--- src/rtl/id_ex_operand_stage.sv ---
// ID/EX pipeline register: decodes ALU control, captures operands, detects hazards and forwards.
// Optional macro ID_EX_FORWARD_EN enables MEM/WB forwarding; without it RAW hazards stall instead.
module id_ex_operand_stage #(
    parameter int unsigned WIDTH    = 32,
    parameter int unsigned REG_BITS = 5
) (
    input  logic                clk,
    input  logic                reset,
    input  logic                id_valid,
    input  logic [5:0]          id_opcode,
    input  logic [5:0]          id_funct,
    input  logic [REG_BITS-1:0] id_rs,
    input  logic [REG_BITS-1:0] id_rt,
    input  logic [REG_BITS-1:0] id_rd,
    input  logic [WIDTH-1:0]    id_rs_data,
    input  logic [WIDTH-1:0]    id_rt_data,
    input  logic [15:0]         id_imm,
    input  logic                ex_hold,
    input  logic                flush,
    input  logic                mem_valid,
    input  logic                mem_reg_write,
    input  logic [REG_BITS-1:0] mem_dest,
    input  logic [WIDTH-1:0]    mem_result,
    input  logic                wb_valid,
    input  logic                wb_reg_write,
    input  logic [REG_BITS-1:0] wb_dest,
    input  logic [WIDTH-1:0]    wb_result,
    output logic                id_stall,
    output logic                ex_valid,
    output logic [2:0]          ex_alu_control,
    output logic [WIDTH-1:0]    ex_a,
    output logic [WIDTH-1:0]    ex_b,
    output logic [WIDTH-1:0]    ex_store_data,
    output logic [REG_BITS-1:0] ex_dest,
    output logic                ex_reg_write,
    output logic                ex_mem_read,
    output logic                ex_mem_write,
    output logic                ex_branch
);

    localparam logic [2:0] AluAdd  = 3'd0;
    localparam logic [2:0] AluSub  = 3'd1;
    localparam logic [2:0] AluAnd  = 3'd2;
    localparam logic [2:0] AluNor  = 3'd3;
    localparam logic [2:0] AluOr   = 3'd4;
    localparam logic [2:0] AluXor  = 3'd5;
    localparam logic [2:0] AluSlt  = 3'd6;
    localparam logic [2:0] AluNone = 3'd7;

    typedef struct packed {
        logic                valid;
        logic [2:0]          alu_ctrl;
        logic [REG_BITS-1:0] rs;
        logic [REG_BITS-1:0] rt;
        logic [WIDTH-1:0]    rs_data;
        logic [WIDTH-1:0]    rt_data;
        logic [WIDTH-1:0]    imm;
        logic                use_imm;
        logic [REG_BITS-1:0] dest;
        logic                reg_write;
        logic                mem_read;
        logic                mem_write;
        logic                branch;
    } ex_state_t;

    ex_state_t ex_q, ex_d, bubble, captured;

    logic [2:0]          dec_alu;
    logic                dec_sext;
    logic                dec_use_imm;
    logic                dec_rt_used;
    logic [REG_BITS-1:0] dec_dest;
    logic                dec_reg_write;
    logic                dec_mem_read;
    logic                dec_mem_write;
    logic                dec_branch;
    logic [WIDTH-1:0]    dec_imm_ext;

    always_comb begin
        dec_alu       = AluNone;
        dec_sext      = 1'b0;
        dec_use_imm   = 1'b1;
        dec_rt_used   = 1'b0;
        dec_dest      = '0;
        dec_reg_write = 1'b0;
        dec_mem_read  = 1'b0;
        dec_mem_write = 1'b0;
        dec_branch    = 1'b0;
        unique case (id_opcode)
            6'h00: begin
                dec_use_imm = 1'b0;
                dec_rt_used = 1'b1;
                dec_dest    = id_rd;
                dec_reg_write = 1'b1;
                unique case (id_funct)
                    6'h20, 6'h21: dec_alu = AluAdd;
                    6'h22, 6'h23: dec_alu = AluSub;
                    6'h24:        dec_alu = AluAnd;
                    6'h27:        dec_alu = AluNor;
                    6'h25:        dec_alu = AluOr;
                    6'h26:        dec_alu = AluXor;
                    6'h2A:        dec_alu = AluSlt;
                    default: begin
                        dec_dest      = '0;
                        dec_reg_write = 1'b0;
                    end
                endcase
            end
            6'h08, 6'h09: begin
                dec_alu = AluAdd; dec_sext = 1'b1; dec_dest = id_rt; dec_reg_write = 1'b1;
            end
            6'h0A: begin
                dec_alu = AluSlt; dec_sext = 1'b1; dec_dest = id_rt; dec_reg_write = 1'b1;
            end
            6'h0C: begin dec_alu = AluAnd; dec_dest = id_rt; dec_reg_write = 1'b1; end
            6'h0D: begin dec_alu = AluOr;  dec_dest = id_rt; dec_reg_write = 1'b1; end
            6'h0E: begin dec_alu = AluXor; dec_dest = id_rt; dec_reg_write = 1'b1; end
            6'h23: begin
                dec_alu = AluAdd; dec_sext = 1'b1; dec_dest = id_rt;
                dec_reg_write = 1'b1; dec_mem_read = 1'b1;
            end
            6'h2B: begin
                dec_alu = AluAdd; dec_sext = 1'b1; dec_rt_used = 1'b1; dec_mem_write = 1'b1;
            end
            6'h04: begin
                dec_alu = AluSub; dec_use_imm = 1'b0; dec_rt_used = 1'b1; dec_branch = 1'b1;
            end
            default: ;
        endcase
    end

    assign dec_imm_ext = dec_sext ? {{(WIDTH-16){id_imm[15]}}, id_imm}
                                  : {{(WIDTH-16){1'b0}}, id_imm};

    always_comb begin
        bubble          = '0;
        bubble.alu_ctrl = AluNone;

        captured           = '0;
        captured.valid     = 1'b1;
        captured.alu_ctrl  = dec_alu;
        captured.rs        = id_rs;
        captured.rt        = id_rt;
        captured.rs_data   = id_rs_data;
        captured.rt_data   = id_rt_data;
        captured.imm       = dec_imm_ext;
        captured.use_imm   = dec_use_imm;
        captured.dest      = dec_dest;
        // Writes to $0 are architecturally discarded, so never advertise them downstream.
        captured.reg_write = dec_reg_write & (dec_dest != '0);
        captured.mem_read  = dec_mem_read;
        captured.mem_write = dec_mem_write;
        captured.branch    = dec_branch;
    end

    logic id_uses_ex_dest;
    logic mem_writes;
    logic load_use;
    logic data_stall;

    assign id_uses_ex_dest = (ex_q.dest == id_rs) | (dec_rt_used & (ex_q.dest == id_rt));
    assign mem_writes      = mem_valid & mem_reg_write & (mem_dest != '0);
    assign load_use        = id_valid & ex_q.valid & ex_q.mem_read & (ex_q.dest != '0)
                           & id_uses_ex_dest;

    logic [WIDTH-1:0] fwd_rs;
    logic [WIDTH-1:0] fwd_rt;

`ifdef ID_EX_FORWARD_EN
    logic wb_writes;
    assign wb_writes  = wb_valid & wb_reg_write & (wb_dest != '0);
    assign data_stall = load_use;

    always_comb begin
        fwd_rs = ex_q.rs_data;
        fwd_rt = ex_q.rt_data;
        if (mem_writes && mem_dest == ex_q.rs) begin
            fwd_rs = mem_result;
        end else if (wb_writes && wb_dest == ex_q.rs) begin
            fwd_rs = wb_result;
        end
        if (mem_writes && mem_dest == ex_q.rt) begin
            fwd_rt = mem_result;
        end else if (wb_writes && wb_dest == ex_q.rt) begin
            fwd_rt = wb_result;
        end
    end
`else
    // WB hazards are covered by the register file's write-first bypass.
    logic raw_stall;
    logic unused_fwd_inputs;
    assign raw_stall = id_valid & (
        (ex_q.valid & ex_q.reg_write & (ex_q.dest != '0) & id_uses_ex_dest) |
        (mem_writes & ((mem_dest == id_rs) | (dec_rt_used & (mem_dest == id_rt)))));
    assign data_stall = load_use | raw_stall;
    assign unused_fwd_inputs = ^{wb_valid, wb_reg_write, wb_dest, wb_result, mem_result,
                                 ex_q.rs, ex_q.rt};

    always_comb begin
        fwd_rs = ex_q.rs_data;
        fwd_rt = ex_q.rt_data;
    end
`endif

    assign id_stall = data_stall | ex_hold;

    always_comb begin
        ex_d = ex_q;
        if (flush) begin
            ex_d = bubble;
        end else if (ex_hold) begin
            // Keep forwarded values: the producing WB entry may retire while EX is frozen.
            ex_d.rs_data = fwd_rs;
            ex_d.rt_data = fwd_rt;
        end else if (data_stall || !id_valid) begin
            ex_d = bubble;
        end else begin
            ex_d = captured;
        end
    end

    always_ff @(posedge clk) begin
        if (reset) begin
            ex_q <= bubble;
        end else begin
            ex_q <= ex_d;
        end
    end

    assign ex_valid       = ex_q.valid;
    assign ex_alu_control = ex_q.alu_ctrl;
    assign ex_a           = fwd_rs;
    assign ex_b           = ex_q.use_imm ? ex_q.imm : fwd_rt;
    assign ex_store_data  = fwd_rt;
    assign ex_dest        = ex_q.dest;
    assign ex_reg_write   = ex_q.reg_write;
    assign ex_mem_read    = ex_q.mem_read;
    assign ex_mem_write   = ex_q.mem_write;
    assign ex_branch      = ex_q.branch;

endmodule

--- config.mk ---
export PLATFORM = sky130hd
export DESIGN_NAME = id_ex_operand_stage
export DESIGN_NICKNAME = d
export VERILOG_FILES = /design/src/rtl/id_ex_operand_stage.sv
export SDC_FILE = /design/constraint.sdc
export NUM_CORES = 1
export LEC_CHECK = 0
export ABC_CLOCK_PERIOD_IN_PS = 5200
export BUFFER_PORTS_ARGS = -buffer_cell sky130_fd_sc_hd__buf_2
export CAP_MARGIN = 20
export CORE_MARGIN = 2
export CORE_UTILIZATION = 30
export DETAILED_ROUTE_END_ITERATION = 8
export PLACE_DENSITY_LB_ADDON = 0.25
export SLEW_MARGIN = 25
export SYNTH_ARGS = -nofsm -noshare
export SYNTH_HDL_FRONTEND = slang
export SYNTH_SLANG_ARGS = --single-unit
--- constraint.sdc ---
create_clock -name clk -period 5.2 [get_ports clk]
set_clock_uncertainty 0.1 [all_clocks]
set_input_delay 0.52 -clock clk [delete_from_list [all_inputs] [get_ports clk]]
set_output_delay 0.52 -clock clk [all_outputs]
set_load 0.02 [all_outputs]
==> metrics.txt <==
status=finished, final reports clean; PD cells=295 mW/mm^2; Die ar.=roughly 0.016 sq mm; Starting Density=0.306; post-cts sizing count=0; chip width=126 um; Max VDD drop=roughly 0.14 mV; ranking of synthesized cells by area=dfxtp_1 43%, a22o_1 18%, buf_4 12%, mux2_2 4.1%, buf_8 2.7%; diode count=0; Max Clock Freq=0.367 GHz; clock tree buffer depth=2; Crit-path slowest cell=or4_1; port bufs=around 230; IO Pins=300; RSZ-0062 raised after global routing=false; most frequent cell after synthesis=dfxtp_1; Root Buffer=clkbuf_16; crit path capture type=output port; CTS tree=done; endpoints failing setup=0; drt wl/cell=roughly 15 um; hold_ws=267 ps; hold-fix buffer count after cts=0; Pleak=between 2 and 3 nW; Synth Register Bits=95; worst reg2reg path startpoint=ex_dest[0]; FP Rows=44; Synth async-reset ratio=0; total gr overflow=0; syn_nets=roughly 620; critical path class=reg -> out; CTS clock-pin slew for the worst setup and hold paths=70 ps; Max Fanout on Critical Path=5; DR pass1 iterations=4; post-route setup TNS=0 ps; CP cell instances=or4_1, o221ai_1, nor4_1, o21ai_2, nand2_1, a21o_1, buf_2; Synth warnings=0; initial DRC count=126; worst setup path start=ex_dest[0]; Worst slew margin=0.550; largest net degree at the start of global routing=94; Final GP Congestion=roughly 0.85; Buf/Inv on CP=1; hold crit path type=in -> reg; Mapped Cells=433; initial antenna violation count=1; Tot Pwr=approximately 0.0016 W; CP peak stage delay=roughly 530 ps; Syn Std Cell Area=~0.0044 sq mm; synth unique cells=43; area delta synth->final=22.6%; number of global-route vias before repair=3530; Worst setup SP type=flip-flop; clock buffer count from CTS=9; Post-synth EDFFs=0; Placement Setup Slack=roughly 2100 ps; vias per std cell=slightly below 5; biggest area consumer among synthesized cells=dfxtp_1; gr usage total=0.143; WP data required=between 4000 and 5000 ps; syn_area_per_cell=approximately 10 sq um; drt drc=0; sequential share of the synthesized area=0.429; HPWL Detailed=between 8000 and 9000 um; Yosys top cell area share=0.429; Detail Route Antenna Nets=0; layout net count=764; Vias=3702; Crit path max-delay family=simple AND/OR/NAND/NOR gates; WP data arrival=2110 ps; clk_lat worst skew=between 300 and 400 ps; hold path startpoint=reset; period utilization=0.524; predominant post-synthesis flop cell=dfxtp_1; Final Max Tran Viols=0; final hold violations=0; CTS sink count=95; global-route wire length before repair=~18000 um; H-tree depth=3; Die H=between 100 and 150 um; Worst-Margin Slew=between 600 and 700 ps; Commonest cells post-synth=95 x dfxtp_1, 92 x a22o_1, 72 x buf_4, 21 x o21ai_0, 20 x inv_1; layout cells sized above 1=0.463; final core utilization=0.375; Core Region=~0.014 sq mm; final WL=about 11000 um; fin crit period=~2700 ps; Final WS setup=2470 ps; postcts setup bufs=0; MaxCap Viol Count=0
## worst register-to-register path, delay by kind of cell, from the launching register on
| family | cells | cell delay (ps) |
|---|---|---|
| AOI/OAI and AO/OA | 3 | 620 |
| buffers and inverters | 1 | 290 |
| and+or+nand+nor | 3 | 1180 |
| DFF | 1 | 370 |
## metrics by stage
| stage | cells | cell area (sq um) |
|---|---|---|
| after floorplan | 433 | 4430 |
| after global placement | 745 | 5070 |
| after detailed placement | 745 | 5070 |
| after CTS | 761 | 5390 |
| after global routing | 763 | 5440 |
| final | 763 | 5440 |
## where the power goes
| group | total, W | switching (W) | internal [W] |
|---|---|---|---|
| clock network | 0.000694 | 0.000290 | 0.000404 |
| registers | 0.000751 | 0.00000955 | 0.000741 |
| logic | 0.000161 | 0.0000860 | 0.0000749 |
## final timing paths
path / to / slack [ps] / depth (start not counted)
hold reg to reg: ex_branch / 360 / 1
setup / recovery: id_stall / 2470 / 7
hold / removal: ex_valid / 270 / 2
setup reg to reg: ex_a[14] / 2570 / 7
## state kept, by name, summed over array words and instances, names as in the netlist
register,flops
ex_a,32
ex_store_data,32
ex_q,18
ex_dest,5
ex_alu_control,3
ex_branch,1
ex_mem_read,1
ex_mem_write,1
ex_reg_write,1
ex_valid,1
## cell type report
type	instances	area, sq um
inverters	20	75.1
multi-input cells	217	1720
clock inverters	5	63.8
repair buffers	231	1200
well taps	184	230
fillers	1482	9040
clock buffers	11	253
flip-flops and latches	95	1900
## layout by cell type, fill, tap and decap left out, types with 2 or more instances in the layout
cell type | netlist | routed
buf_2 | 3 | 228
dfxtp_1 | 95 | 95
a22o_1 | 92 | 92
o21ai_0 | 21 | 21
inv_1 | 20 | 20
mux2_2 | 16 | 16
xnor2_1 | 12 | 12
xor2_1 | 9 | 9
clkbuf_16 | 0 | 9
nor2_1 | 7 | 7
nand3_1 | 6 | 6
nor4_1 | 5 | 5
nand2_1 | 4 | 4
or4_1 | 4 | 4
nor3_1 | 4 | 4
a31oi_1 | 4 | 4
a21oi_1 | 3 | 3
a32o_1 | 3 | 3
a21o_1 | 2 | 2
or3_1 | 2 | 2
a32oi_1 | 2 | 2
a211oi_1 | 2 | 2
inv_6 | 0 | 2
clkbuf_8 | 0 | 2
## kinds of logic after synthesis
kind of cell,Yosys count,share of synthesized area
AOI/OAI and AO/OA,137,0.248
xor gates and xnor gates,21,0.0415
adders and majority gates,1,0.00226
buffers and inverters,121,0.185
DFF,95,0.429
muxes,16,0.0406
and+or+nand+nor,42,0.0536
## layer usage
metal / up-vias / track usage / part of all wire
met2: 156 / 0.226 / 0.46
met5: - / 0 / 0.0011
met4: 2 / 0.0654 / 0.023
met3: 19 / 0.0355 / 0.072
met1: 1733 / 0.184 / 0.44
li1: 1792 / - / -
No activity file was read; power rests on OpenSTA's default activity.
